### src/rtl/nabp_swap_control.sv
// nabp_swap_control
// Angle scheduler for a pair of swappable projection units. Walks the
// angle range, fetches the per-angle accumulator constants from an external
// LUT, hands each angle to a requesting unit, and pulses a joint swap once
// every unit served in the round is ready. Pulses done after the final swap.
//
// Optional feature macro: NABP_SWAP_CONTROL_RR_EN
//   defined   : round-robin priority between the two units
//   undefined : unit 0 always wins simultaneous requests (no prio register)
module nabp_swap_control #(
   parameter int ANGLE_LEN   = 9,
   parameter int ANGLE_START = 0,
   parameter int ANGLE_END   = 179,
   parameter int ANGLE_STEP  = 1,
   parameter int SH_W        = 16,
   parameter int MI_W        = 16,
   parameter int MB_W        = 16
) (
   input  logic                 clk,
   input  logic                 reset_n,
   input  logic                 kick,
   output logic                 busy,
   output logic                 done,
   output logic [ANGLE_LEN-1:0] lut_angle,
   input  logic [SH_W-1:0]      lut_sh_accu_base,
   input  logic [MI_W-1:0]      lut_mp_accu_init,
   input  logic [MB_W-1:0]      lut_mp_accu_base,
   output logic [ANGLE_LEN-1:0] sw_angle,
   output logic [SH_W-1:0]      sw_sh_accu_base,
   output logic [MI_W-1:0]      sw_mp_accu_init,
   output logic [MB_W-1:0]      sw_mp_accu_base,
   input  logic [1:0]           sw_next_itr,
   output logic [1:0]           sw_next_itr_ack,
   input  logic [1:0]           sw_swap_ready,
   output logic [1:0]           sw_swap
);

   typedef enum logic [2:0] {
      S_IDLE,
      S_FETCH,
      S_ISSUE,
      S_SWAP,
      S_FIN
   } state_t;

   // One extra bit so the running angle never wraps past ANGLE_END.
   localparam logic [ANGLE_LEN:0] L_START = (ANGLE_LEN+1)'(ANGLE_START);
   localparam logic [ANGLE_LEN:0] L_END   = (ANGLE_LEN+1)'(ANGLE_END);
   localparam logic [ANGLE_LEN:0] L_STEP  = (ANGLE_LEN+1)'(ANGLE_STEP);

   state_t               r_state;
   logic [ANGLE_LEN:0]   r_angle;
   logic [1:0]           r_served;
   logic                 r_last;
   logic                 r_done;
   logic [1:0]           r_ack;
   logic [1:0]           r_swap;
   logic [ANGLE_LEN-1:0] r_sw_angle;
   logic [SH_W-1:0]      r_sw_sh_accu_base;
   logic [MI_W-1:0]      r_sw_mp_accu_init;
   logic [MB_W-1:0]      r_sw_mp_accu_base;

   logic                 w_prio;
   logic [1:0]           w_elig;
   logic [1:0]           w_grant;
   logic [1:0]           w_served_new;
   logic [ANGLE_LEN:0]   w_angle_next;
   logic                 w_last_new;
   logic                 w_swap_ok;

`ifdef NABP_SWAP_CONTROL_RR_EN
   logic                 r_prio;

   // Round-robin pointer: hand priority to the loser of a contested grant.
   always_ff @(posedge clk or negedge reset_n) begin
      if (!reset_n) begin
         r_prio <= 1'b0;
      end else if (r_state == S_ISSUE && w_elig == 2'b11) begin
         r_prio <= ~r_prio;
      end
   end

   assign w_prio = r_prio;
`else
   assign w_prio = 1'b0;
`endif

   // Units that are asking and have not yet been served this round.
   assign w_elig       = sw_next_itr & ~r_served;
   assign w_served_new = r_served | w_grant;
   assign w_angle_next = r_angle + L_STEP;
   assign w_last_new   = (w_angle_next > L_END);
   assign w_swap_ok    = ((sw_swap_ready & r_served) == r_served);

   // Pick exactly one eligible unit; priority only matters on a tie.
   always_comb begin
      w_grant = '0;
      if (w_elig == 2'b11) begin
         w_grant[w_prio] = 1'b1;
      end else if (w_elig[0]) begin
         w_grant = 2'b01;
      end else if (w_elig[1]) begin
         w_grant = 2'b10;
      end
   end

   // Frame sequencer with registered handshake outputs and config bus.
   always_ff @(posedge clk or negedge reset_n) begin
      if (!reset_n) begin
         r_state           <= S_IDLE;
         r_angle           <= '0;
         r_served          <= '0;
         r_last            <= 1'b0;
         r_done            <= 1'b0;
         r_ack             <= '0;
         r_swap            <= '0;
         r_sw_angle        <= '0;
         r_sw_sh_accu_base <= '0;
         r_sw_mp_accu_init <= '0;
         r_sw_mp_accu_base <= '0;
      end else begin
         r_ack  <= '0;
         r_swap <= '0;
         r_done <= 1'b0;
         case (r_state)
            S_IDLE: begin
               if (kick) begin
                  r_angle  <= L_START;
                  r_served <= '0;
                  r_last   <= 1'b0;
                  r_state  <= S_FETCH;
               end
            end
            S_FETCH: begin
               // lut_angle follows r_angle; data is valid in ISSUE.
               r_state <= S_ISSUE;
            end
            S_ISSUE: begin
               if (w_elig != 2'b00) begin
                  r_sw_angle        <= r_angle[ANGLE_LEN-1:0];
                  r_sw_sh_accu_base <= lut_sh_accu_base;
                  r_sw_mp_accu_init <= lut_mp_accu_init;
                  r_sw_mp_accu_base <= lut_mp_accu_base;
                  r_ack             <= w_grant;
                  r_served          <= w_served_new;
                  r_angle           <= w_angle_next;
                  if (w_last_new) begin
                     r_last <= 1'b1;
                  end
                  if (w_served_new == 2'b11 || w_last_new) begin
                     r_state <= S_SWAP;
                  end else begin
                     r_state <= S_FETCH;
                  end
               end
            end
            S_SWAP: begin
               if (w_swap_ok) begin
                  r_swap   <= r_served;
                  r_served <= '0;
                  r_state  <= r_last ? S_FIN : S_FETCH;
               end
            end
            S_FIN: begin
               r_done  <= 1'b1;
               r_state <= S_IDLE;
            end
            default: begin
               r_state <= S_IDLE;
            end
         endcase
      end
   end

   assign busy            = (r_state != S_IDLE);
   assign done            = r_done;
   assign lut_angle       = r_angle[ANGLE_LEN-1:0];
   assign sw_angle        = r_sw_angle;
   assign sw_sh_accu_base = r_sw_sh_accu_base;
   assign sw_mp_accu_init = r_sw_mp_accu_init;
   assign sw_mp_accu_base = r_sw_mp_accu_base;
   assign sw_next_itr_ack = r_ack;
   assign sw_swap         = r_swap;

endmodule

### config.mk
export PLATFORM = sky130hd
export DESIGN_NAME = nabp_swap_control
export DESIGN_NICKNAME = d
export VERILOG_FILES = /design/src/rtl/nabp_swap_control.sv
export SDC_FILE = /design/constraint.sdc
export NUM_CORES = 1
export LEC_CHECK = 0
export BUFFER_PORTS_ARGS = -buffer_cell sky130_fd_sc_hd__buf_2
export CORE_MARGIN = 4
export CORE_UTILIZATION = 40
export DETAILED_ROUTE_END_ITERATION = 12
export HOLD_SLACK_MARGIN = 0.12
export PLACE_DENSITY = 0.77
export SLEW_MARGIN = 20
export SYNTH_ARGS = -nofsm -noshare
export SYNTH_HDL_FRONTEND = slang
export SYNTH_SLANG_ARGS = --single-unit
### constraint.sdc
create_clock -name clk -period 6.1 [get_ports clk]
set_clock_uncertainty 0.1 [all_clocks]
set_input_delay 0.61 -clock clk [delete_from_list [all_inputs] [get_ports clk]]
set_output_delay 0.61 -clock clk [all_outputs]
set_load 0.02 [all_outputs]
==> results of run 1 <==
==> per-layer routing <==
layer | track usage | up-vias | part of all wire
met5 | 0 | - | 0
met3 | 0.0410 | 10 | 0.076
met1 | 0.205 | 1385 | 0.42
met4 | 0.0641 | 0 | 0.013
met2 | 0.272 | 101 | 0.49
li1 | - | 1449 | -
==> cell type report <==
cell class	instances	area (um^2)	area share
Timing Repair Buffer	129	668	0.158
Sequential cell	78	1950	0.463
Clock buffer	13	159	0.0377
Tap cell	105	131	0.0311
Clock inverter	3	42.5	0.0101
Multi-Input combinational cell	273	1250	0.295
Inverter	5	18.8	0.00445
==> stage by stage <==
| stage | hold slack [ps] | cells | worst slack (ps) | cell area, um^2 |
|---|---|---|---|---|
| 6_report | 146 | 606 | 3800 | 4220 |
| 3_3_place_gp | 353 | 589 | 3790 | 4000 |
| 3_5_place_dp | 358 | 589 | 3730 | 4000 |
| 5_1_grt | 168 | 606 | 3610 | 4220 |
| 4_1_cts | 337 | 605 | 3800 | 4200 |
| 2_1_floorplan | 214 | 383 | 4080 | 3380 |
==> path summary, 6_finish.rpt <==
kind / end / slack (ps)
worst min register to register: sw_mp_accu_init[8] / 370
worst max-delay path: r_last / 3800
min in group clk: sw_mp_accu_init[10] / 360
worst max register to register: r_last / 3800
worst min-delay path: sw_mp_accu_base[3] / 150
max in group asynchronous: sw_mp_accu_init[1] / 5170
==> registers in the layout, indices dropped and copies added (netlist names) <==
name and cells:
sw_swap 2, r_last 1, sw_angle 9, sw_sh_accu_base 16
done 1, sw_mp_accu_init 16, r_angle 10, sw_next_itr_ack 2
sw_mp_accu_base 16, r_state 3, r_served 2
==> kinds of logic (layout without fill, tap and decap cells) <==
group           after synthesis  count (layout)  synth area share
fa+ha+maj                     2               2           0.00740
flops                        78              78             0.577
simple gates                218             218             0.261
compound gates               53              53             0.100
buf+inv                      32             150            0.0544
==> synthesized netlist by cell type, drive strengths merged <==
master,number,share of area
a2111o,1,0.0033
a211oi,1,0.0022
a21o,1,0.0022
a21oi,11,0.020
a221oi,1,0.0026
a22oi,1,0.0022
a2bb2oi,1,0.0026
a311oi,1,0.0026
a31oi,3,0.0056
a32oi,1,0.0026
and2,5,0.0093
and3,1,0.0019
buf,18,0.039
clkbuf,9,0.010
dfrtp,78,0.58
ha,2,0.0074
inv,5,0.0056
nand2,181,0.20
nand2b,2,0.0037
nand3,2,0.0030
nand3b,1,0.0022
nand4,3,0.0056
nor2,10,0.011
nor2b,3,0.0056
nor3,6,0.0089
nor3b,1,0.0022
o211a,1,0.0030
o21ai,24,0.036
o21ba,1,0.0030
o22ai,1,0.0019
o31ai,3,0.0067
o41ai,1,0.0048
or3,2,0.0037
or3b,1,0.0026
==> power groups by stage <==
stage / Clock [W] / Sequential, W / Combinational (W)
finish: 0.000390 / 0.000835 / 0.000902
global route: 0.000425 / 0.000866 / 0.00100
CTS: 0.000407 / 0.000837 / 0.000917
detailed placement: 0 / 0.000842 / 0.000917
global placement: 0 / 0.000836 / 0.000891
floorplan: 0 / 0.00103 / 0.000429
==> layout by cell type, fill, tap and decap left out, types with 2 or more instances in the layout <==
cell	instances
o31ai_1	3
a21oi_1	10
ha_1	2
nor3_1	6
nand2_1	181
buf_2	125
dfrtp_1	78
nor2b_1	3
a31oi_1	3
nand4_1	3
or3_1	2
nand3_1	2
clkbuf_8	11
nor2_1	10
inv_1	5
nand2b_1	2
and2_1	5
o21ai_0	23
buf_4	3
clkbuf_1	2
==> summary.md, run 1 <==
| Metric | Value |
|---|---|
| Comb pwr share | `0.424` |
| Critical path's largest stage delay | `480 ps` |
| RSZ-0062 raised after global routing | `false` |
| H-tree depth | `3` |
| Layout cells sized above 1 | `0.293` |
| Num CTS Buffers | `9` |
| Crit path depth | `6` |
| IO Port Bufs | `126` |
| Core Region | `0.00822 mm^2` |
| Clock insertion delay at the later pin of the skew report | `340 ps` |
| 1st-iter DRT viols | `110` |
| First-pass GRT wire length | `13300 um` |
| Worst vdd ir | `0.000200 V` |
| Post-cts resize count | `0` |
| Cells after synthesis | `383` |
| FILL cells | `801` |
| Internal power | `0.00121 W` |
| Synth Cell Area | `0.00338 mm^2` |
| Worst slew pin tran | `752 ps` |
| Final hold violation count | `0` |
| DRC violations left | `0` |
| WL/cell | `13.3 um` |
| Worst endpoint required time | `6210 ps` |
| Io pins | `127` |
| Initial antenna violation count | `0` |
| P_leak | `2.37 nW` |
| Final Net Count | `553` |
| PD cells | `505 mW/mm^2` |
| Psw | `0.000916 W` |
| DIE AREA | `0.00999 mm^2` |
| Die X-Extent | `99.9 um` |
| Post-CTS setup buffers | `0` |
| Sw frac | `0.430` |
| Clock power share | `0.183` |
| Total wire length | `8070 um` |
| CTS tree | `done` |
| Fin. max-slew vios | `0` |
| Min Tclk post-route | `2300 ps` |
| Via density | `4.86` |
| Worst-path clk slew | `80 ps` |
| Critical-path maximum fanout | `8` |
| Sequential fraction of the synthesis area | `0.577` |
| Yosys cell types | `38` |
| CP Cell Sequence | `ha_1 -> nand3_1 -> nor3_1 -> nand4_1 -> a211oi_1 -> a21oi_1` |
| Syn_nets | `440` |
| Flop pwr share | `0.393` |
| Gr usage total | `0.164` |
| Clock Sinks | `78` |
| R2R Path Start | `r_angle[1]` |
| CP Launch Type | `register` |
| CP max-delay cell | `dfrtp_1` |
| Antenna Nets Post-Route | `0` |
| # rows | `33` |
| Post-layout util | `0.513` |
| Estimated wirelength of the detail-placed design | `5400 um` |
| Routability cong. | `0.855` |
| Via Count | `2945` |
| R2R depth | `6` |
| CP delay by family, top | `simple AND/OR/NAND/NOR gates` |
| CP arrival | `2410 ps` |
| Initial Util | `0.411` |
| Largest net degree at the start of global routing | `79` |
| # diodes | `0` |
| Max Fclk | `434 MHz` |
| Post-CTS Hold Fix Bufs | `0` |
| Setup_tns | `0 ps` |
| WS Path Type | `reg -> reg` |
| Design Power | `0.00213 W` |
| Crit path buffers/inverters | `0` |
| Root Driver | `clkbuf_8` |
| Clock tree buffer depth | `2` |
| Pre-antenna DRT Iters | `4` |
| Die Y | `99.9 um` |
| Final Cycle Share | `0.377` |
| Vias in the first global route | `2883` |
| Layout area overhead | `24.8%` |
| Outcome | `completed` |
| Final setup fails | `0` |
| Number of max-cap violations | `0` |
| CP Launch Point | `r_angle[1]` |
| Worst slew margin | `0.499` |
| CP endpoint kind | `register` |
| Synth Register Bits | `78` |
| Synth warn | `0` |
| Total grt overflow | `0` |
| Mean post-synth cell area | `8.83 um^2` |
| Min-delay worst type | `in -> async` |
Note: power is estimated with default switching activity, not from simulation.
==> run 2: changes to the inputs <==
--- a/config.mk
+++ b/config.mk
@@ -10,7 +10,7 @@
 export CORE_UTILIZATION = 40
 export DETAILED_ROUTE_END_ITERATION = 12
 export HOLD_SLACK_MARGIN = 0.12
-export PLACE_DENSITY = 0.77
+export PLACE_DENSITY = 0.8
 export SLEW_MARGIN = 20
 export SYNTH_ARGS = -nofsm -noshare
 export SYNTH_HDL_FRONTEND = slang
==> constraint.sdc (replaced) <==
create_clock -name clk -period 2.05 [get_ports clk]
set_clock_uncertainty 0.1 [all_clocks]
set_input_delay 0.205 -clock clk [delete_from_list [all_inputs] [get_ports clk]]
set_output_delay 0.205 -clock clk [all_outputs]
set_load 0.02 [all_outputs]
==> summary.md, run 2 (synthesized netlist as in run 1, its figures left out) <==
| Metric | Value |
|---|---|
| Outcome | `completed (unchanged)` |
| Total wire length | `9350 um (was 8070 um)` |
| FILL cells | `690 (was 801)` |
| Flop pwr share | `0.372 (was 0.393)` |
| WL/cell | `13.9 um (was 13.3 um)` |
| Min Tclk post-route | `1890 ps` |
| Core Region | `0.00822 mm^2 (unchanged)` |
| # rows | `33 (unchanged)` |
| Most frequent cells in the layout | `nand2_1 (181), buf_2 (125), dfrtp_1 (78) (unchanged)` |
| Final Cycle Share | `0.921` |
| Min-delay worst type | `in -> reg (was in -> async)` |
| CTS tree | `done (unchanged)` |
| Worst slew margin | `0.613 (was 0.499)` |
| Uppermost routed layer | `met4 (unchanged)` |
| Root Driver | `clkbuf_8 (unchanged)` |
| Io pins | `127 (unchanged)` |
| Psw | `0.00289 W (was 0.000916 W)` |
| Internal power | `0.00363 W (was 0.00121 W)` |
| Vias in the first global route | `3304 (was 2883)` |
| Final hold violation count | `0 (unchanged)` |
| Met3 wire len | `696 um (was 616 um)` |
| Worst slew pin tran | `580 ps (was 752 ps)` |
| Antenna Nets Post-Route | `0 (unchanged)` |
| Flop2flop setup slack | `200 ps (was 3800 ps)` |
| Number of max-cap violations | `0 (unchanged)` |
| Fin. max-slew vios | `0 (unchanged)` |
| CP Launch Type | `register (unchanged)` |
| Clock insertion delay at the later pin of the skew report | `350 ps (was 340 ps)` |
| Max Fclk | `530 MHz` |
| WS Path Type | `reg -> out (was reg -> reg)` |
| Setup_tns | `0 ps (unchanged)` |
| Gr usage total | `0.190 (was 0.164)` |
| Register Area | `0.00195 mm^2 (unchanged)` |
| Wire length on met1 | `3790 um (was 3390 um)` |
| P_leak | `2.64 nW (was 2.37 nW)` |
| Worst vdd ir | `0.000638 V (was 0.000200 V)` |
| CP endpoint kind | `primary output (was register)` |
| Largest net degree at the start of global routing | `63 (was 79)` |
| Final setup fails | `0 (unchanged)` |
| Clock Sinks | `78 (unchanged)` |
| Multi-input logic area | `0.00127 mm^2 (was 0.00125 mm^2)` |
| Commonest non-fill, non-tap cell in the layout | `nand2_1 (unchanged)` |
| Die Y | `99.9 um (unchanged)` |
| Setup WS pre-CTS | `110 ps (was 3730 ps)` |
| Met2 wire length | `4610 um (was 3950 um)` |
| Layout cells sized above 1 | `0.292 (was 0.293)` |
| # diodes | `0 (unchanged)` |
| Worst-path clk slew | `90 ps (was 80 ps)` |
| Post-CTS setup buffers | `0 (unchanged)` |
| Initial antenna violation count | `0 (unchanged)` |
| Routability cong. | `0.932 (was 0.855)` |
| Pre-antenna DRT Iters | `4 (unchanged)` |
| Final Net Count | `618 (was 553)` |
| Layout area overhead | `43.4% (was 24.8%)` |
| DIE AREA | `0.00999 mm^2 (unchanged)` |
| H-tree depth | `3 (unchanged)` |
| Worst endpoint required time | `1750 ps (was 6210 ps)` |
| Clock power share | `0.161 (was 0.183)` |
| PD cells | `1350 mW/mm^2 (was 505 mW/mm^2)` |
| 1st-iter DRT viols | `150 (was 110)` |
| Worst hold stages | `6` |
| IO Port Bufs | `126 (unchanged)` |
| DRC violations left | `0 (unchanged)` |
| Via Count | `3280 (was 2945)` |
| Total grt overflow | `0 (unchanged)` |
| Die X-Extent | `99.9 um (unchanged)` |
| RSZ-0062 raised after global routing | `false (unchanged)` |
| CP arrival | `1580 ps (was 2410 ps)` |
| Clock tree buffer depth | `2 (unchanged)` |
| Design Power | `0.00653 W (was 0.00213 W)` |
| Worst setup margin | `162 ps (was 3800 ps)` |
| Estimated wirelength of the detail-placed design | `5850 um (was 5400 um)` |
| R2R depth | `5 (was 6)` |
| Via density | `4.89 (was 4.86)` |
| Comb pwr share | `0.466 (was 0.424)` |
| Initial Util | `0.411 (unchanged)` |
| Sw frac | `0.443 (was 0.430)` |
| First-pass GRT wire length | `15200 um (was 13300 um)` |
| Critical-path maximum fanout | `6 (was 8)` |
| Num CTS Buffers | `9 (unchanged)` |
[run 2: changes by cell type in the layout (fill, tap and decap cells not counted), moves of 2 or more]
cell / delta
clkinv_4: +2
clkinvlp_4: +2
inv_6: +2
clkbuf_1: -2
buf_4: +12
dlygate4sd3_1: +52
nor3_1: -2
nor3_2: +2
clkbuf_8: -2
[run 2: repair_timing]
action | CTS | global route
endpoints found under the setup margin | 0 | 36
hold buffers | 52 | 0
endpoints found under the hold margin | 95 | 0
gates resized for setup | 0 | 4
[run 2: through the flow]
step                std cells  instance area, um^2  hold WS, ps   util
finish                    671                 4850          276  0.590
global route              671                 4850          328  0.590
CTS                       671                 4830          257  0.588
detailed placement        603                 4130          147  0.502
global placement          603                 4130          137  0.502
floorplan                 383                 3380         -191      -
[run 2: path summary, 6_finish.rpt]
check / start / to
setup / recovery: r_state[0] / busy
hold / removal: sw_swap_ready[1] / r_state[0]
setup reg to reg: r_angle[3] / r_last
hold reg to reg: sw_angle[2] / sw_angle[2]
max in group asynchronous: reset_n / sw_sh_accu_base[1]
min in group asynchronous: reset_n / sw_mp_accu_base[4]
[run 2: routing by layer]
| metal | track usage | vias to the layer above |
|---|---|---|
| met5 | 0 | - |
| li1 | - | 1575 |
| met4 | 0.0935 | 0 |
| met3 | 0.0431 | 25 |
| met1 | 0.233 | 1536 |
| met2 | 0.317 | 144 |
[run 2: critical path, cell delays in order (launching register included)]
cell and delay, ps:
dfrtp_1 390, buf_4 150, nor3_1 320, buf_4 200
inv_1 40, buf_2 150
[run 2: power groups by stage]
stage | registers (W) | logic [W] | clock network (W)
after global routing | 0.00250 | 0.00335 | 0.00116
after detailed placement | 0.00244 | 0.00297 | 0
final | 0.00243 | 0.00304 | 0.00105
after CTS | 0.00243 | 0.00303 | 0.00110
after global placement | 0.00243 | 0.00285 | 0
after floorplan | 0.00308 | 0.00128 | 0
[run 2: final cells by class]
type                    instances  share of cell area
clock buffers                   9              0.0255
clock inverters                 7              0.0119
inverters                       5             0.00387
multi-input cells             273               0.261
flip-flops and latches         78               0.403
well taps                     105              0.0271
repair buffers                194               0.268
==> run 3: changes to the inputs <==
--- a/config.mk
+++ b/config.mk
@@ -7,10 +7,11 @@
 export LEC_CHECK = 0
 export BUFFER_PORTS_ARGS = -buffer_cell sky130_fd_sc_hd__buf_2
 export CORE_MARGIN = 4
-export CORE_UTILIZATION = 40
+export CORE_UTILIZATION = 30
+export CTS_CLUSTER_SIZE = 40
 export DETAILED_ROUTE_END_ITERATION = 12
 export HOLD_SLACK_MARGIN = 0.12
-export PLACE_DENSITY = 0.8
+export PLACE_DENSITY = 0.65
 export SLEW_MARGIN = 20
 export SYNTH_ARGS = -nofsm -noshare
 export SYNTH_HDL_FRONTEND = slang
==> summary.md, run 3 (synthesized netlist as in run 1, its figures left out) <==
| Metric | Value |
|---|---|
| Antenna Nets Post-Route | `0 (unchanged)` |
| R2R depth | `5 (unchanged)` |
| Initial antenna violation count | `0 (unchanged)` |
| Worst-path clk slew | `60 ps (was 90 ps)` |
| Total grt overflow | `0 (unchanged)` |
| Max Fclk | `528 MHz (was 530 MHz)` |
| CP endpoint kind | `register (was primary output)` |
| FILL cells | `1072 (was 690)` |
| CP arrival | `1990 ps (was 1580 ps)` |
| Worst slew margin | `0.644 (was 0.613)` |
| Final Net Count | `624 (was 618)` |
| Critical path's largest stage delay | `510 ps (was 390 ps)` |
| PD cells | `1370 mW/mm^2 (was 1350 mW/mm^2)` |
| 1st-iter DRT viols | `160 (was 150)` |
| P_leak | `2.72 nW (was 2.64 nW)` |
| CP Cell Sequence | `nand2b_1 -> a311oi_1 -> o22ai_1 -> a32oi_1 -> o21ai_0 (was buf_4 -> nor3_1 -> buf_4 -> inv_1 -> buf_2)` |
| WL/cell | `13.0 um (was 13.9 um)` |
| Sw frac | `0.415 (was 0.443)` |
| Pre-antenna DRT Iters | `6 (was 4)` |
| Multi-input logic area | `0.00126 mm^2 (was 0.00127 mm^2)` |
| Estimated wirelength of the detail-placed design | `6300 um (was 5850 um)` |
| Critical-path maximum fanout | `7 (was 6)` |
| Psw | `0.00285 W (was 0.00289 W)` |
| Post-layout util | `0.458 (was 0.590)` |
| Number of max-cap violations | `0 (unchanged)` |
| Worst endpoint required time | `2150 ps (was 1750 ps)` |
| Fin. max-slew vios | `0 (unchanged)` |
| Internal power | `0.00402 W (was 0.00363 W)` |
| Clock Sinks | `78 (unchanged)` |
| Initial Util | `0.309 (was 0.411)` |
| # diodes | `0 (unchanged)` |
| CP max-delay cell | `a311oi_1 (was dfrtp_1)` |
| Flop pwr share | `0.358 (was 0.372)` |
| DIE AREA | `0.0130 mm^2 (was 0.00999 mm^2)` |
| CP Launch Type | `register (unchanged)` |
| Die Y | `114 um (was 99.9 um)` |
| Register Area | `0.00195 mm^2 (unchanged)` |
| Clock insertion delay at the later pin of the skew report | `330 ps (was 350 ps)` |
| Clock tree buffer depth | `2 (unchanged)` |
| First-pass GRT wire length | `15400 um (was 15200 um)` |
| Commonest non-fill, non-tap cell in the layout | `nand2_1 (unchanged)` |
| Clock power share | `0.198 (was 0.161)` |
| Gr usage total | `0.146 (was 0.190)` |
| Min Tclk post-route | `1890 ps (about the same)` |
| Root Driver | `clkbuf_16 (was clkbuf_8)` |
| # rows | `38 (was 33)` |
| Most frequent cells in the layout | `nand2_1 (181), buf_2 (125), dfrtp_1 (78) (unchanged)` |
| CTS tree | `done (unchanged)` |
| Routability cong. | `0.864 (was 0.932)` |
| WHS | `293 ps (was 276 ps)` |
| Die X-Extent | `114 um (was 99.9 um)` |
| WS Path Type | `reg -> reg (was reg -> out)` |
| Final hold violation count | `0 (unchanged)` |
| H-tree depth | `3 (unchanged)` |
| Layout cells sized above 1 | `0.290 (was 0.292)` |
| DRC violations left | `0 (unchanged)` |
| Num CTS Buffers | `9 (unchanged)` |
| Total wire length | `9210 um (was 9350 um)` |
| Comb pwr share | `0.444 (was 0.466)` |
| Via Count | `3186 (was 3280)` |
| Setup_tns | `0 ps (unchanged)` |
| Final Cycle Share | `0.923 (was 0.921)` |
| IO Port Bufs | `126 (unchanged)` |
| Core Region | `0.0109 mm^2 (was 0.00822 mm^2)` |
| Io pins | `127 (unchanged)` |
| Min-delay worst type | `in -> reg (unchanged)` |
| Largest net degree at the start of global routing | `42 (was 63)` |
| Worst slew pin tran | `535 ps (was 580 ps)` |
| Vias in the first global route | `3215 (was 3304)` |
| Worst vdd ir | `0.000745 V (was 0.000638 V)` |
| Layout area overhead | `48.1% (was 43.4%)` |
| Via density | `4.49 (was 4.89)` |
| Outcome | `completed (unchanged)` |
| RSZ-0062 raised after global routing | `false (unchanged)` |
| Final setup fails | `0 (unchanged)` |
| Worst hold stages | `6 (unchanged)` |
-- run 3: cell count changes in the layout (fill, tap and decap cells not counted), moves of 2 or more --
| cell | previous run | this run |
|---|---|---|
| inv_6 | 2 | 0 |
| clkinvlp_4 | 3 | 0 |
| clkbuf_8 | 9 | 0 |
| clkinv_2 | 0 | 3 |
| clkbuf_16 | 0 | 9 |
| buf_4 | 15 | 19 |
| clkinv_4 | 2 | 0 |
-- run 3: layout make-up --
class / instances / area share
clock buffers: 10 / 0.0457
clock inverters: 3 / 0.00300
inverters: 5 / 0.00375
multi-input cells: 273 / 0.251
flip-flops and latches: 78 / 0.390
well taps: 140 / 0.0350
repair buffers: 200 / 0.272
-- run 3: worst max-delay path: cells and delay by family (launching register included) --
family           cells  cell delay (ps)
AO/OA/AOI/OAI        4              920
AND/OR/NAND/NOR      1              300
flip-flops           1              440
-- run 3: per-layer routing --
metal  part of all wire  global-route usage  wire length (um)
met5                  0                   0                 0
met4              0.019              0.0602               172
met2               0.48               0.237              4430
met3              0.061              0.0322               565
met1               0.44               0.189              4040
-- run 3: through the flow --
step	worst slack, ps	power (W)	cell area [um^2]	cells
floorplan	33.7	0.00435	3380	383
global placement	155	0.00538	4230	644
detailed placement	103	0.00547	4230	644
CTS	74.5	0.00695	4990	709
global route	15.2	0.00742	5010	709
finish	158	0.00687	5010	709
-- run 3: power groups by stage --
stage,clock (W),combinational [W],sequential [W]
floorplan,0,0.00128,0.00308
global placement,0,0.00292,0.00245
detailed placement,0,0.00300,0.00247
CTS,0.00141,0.00308,0.00246
global route,0.00148,0.00340,0.00253
finish,0.00136,0.00305,0.00246
-- run 3: final timing paths --
path                                        to  slack (ps)           startpoint
hold / removal                      r_state[0]         290     sw_swap_ready[1]
hold reg to reg            sw_mp_accu_init[14]         370  sw_mp_accu_init[14]
setup reg to reg                    r_state[1]         160          r_served[0]
setup / recovery                    r_state[1]         160          r_served[0]
max in group asynchronous   sw_sh_accu_base[4]         960              reset_n
min in group asynchronous   sw_mp_accu_base[0]         300              reset_n
-- run 3: repair_timing --
action	CTS	global route
hold buffers	52	0
hold endpoints to repair	92	0
buffers inserted	0	0
gates resized for setup	0	3
endpoints found under the setup margin	0	3
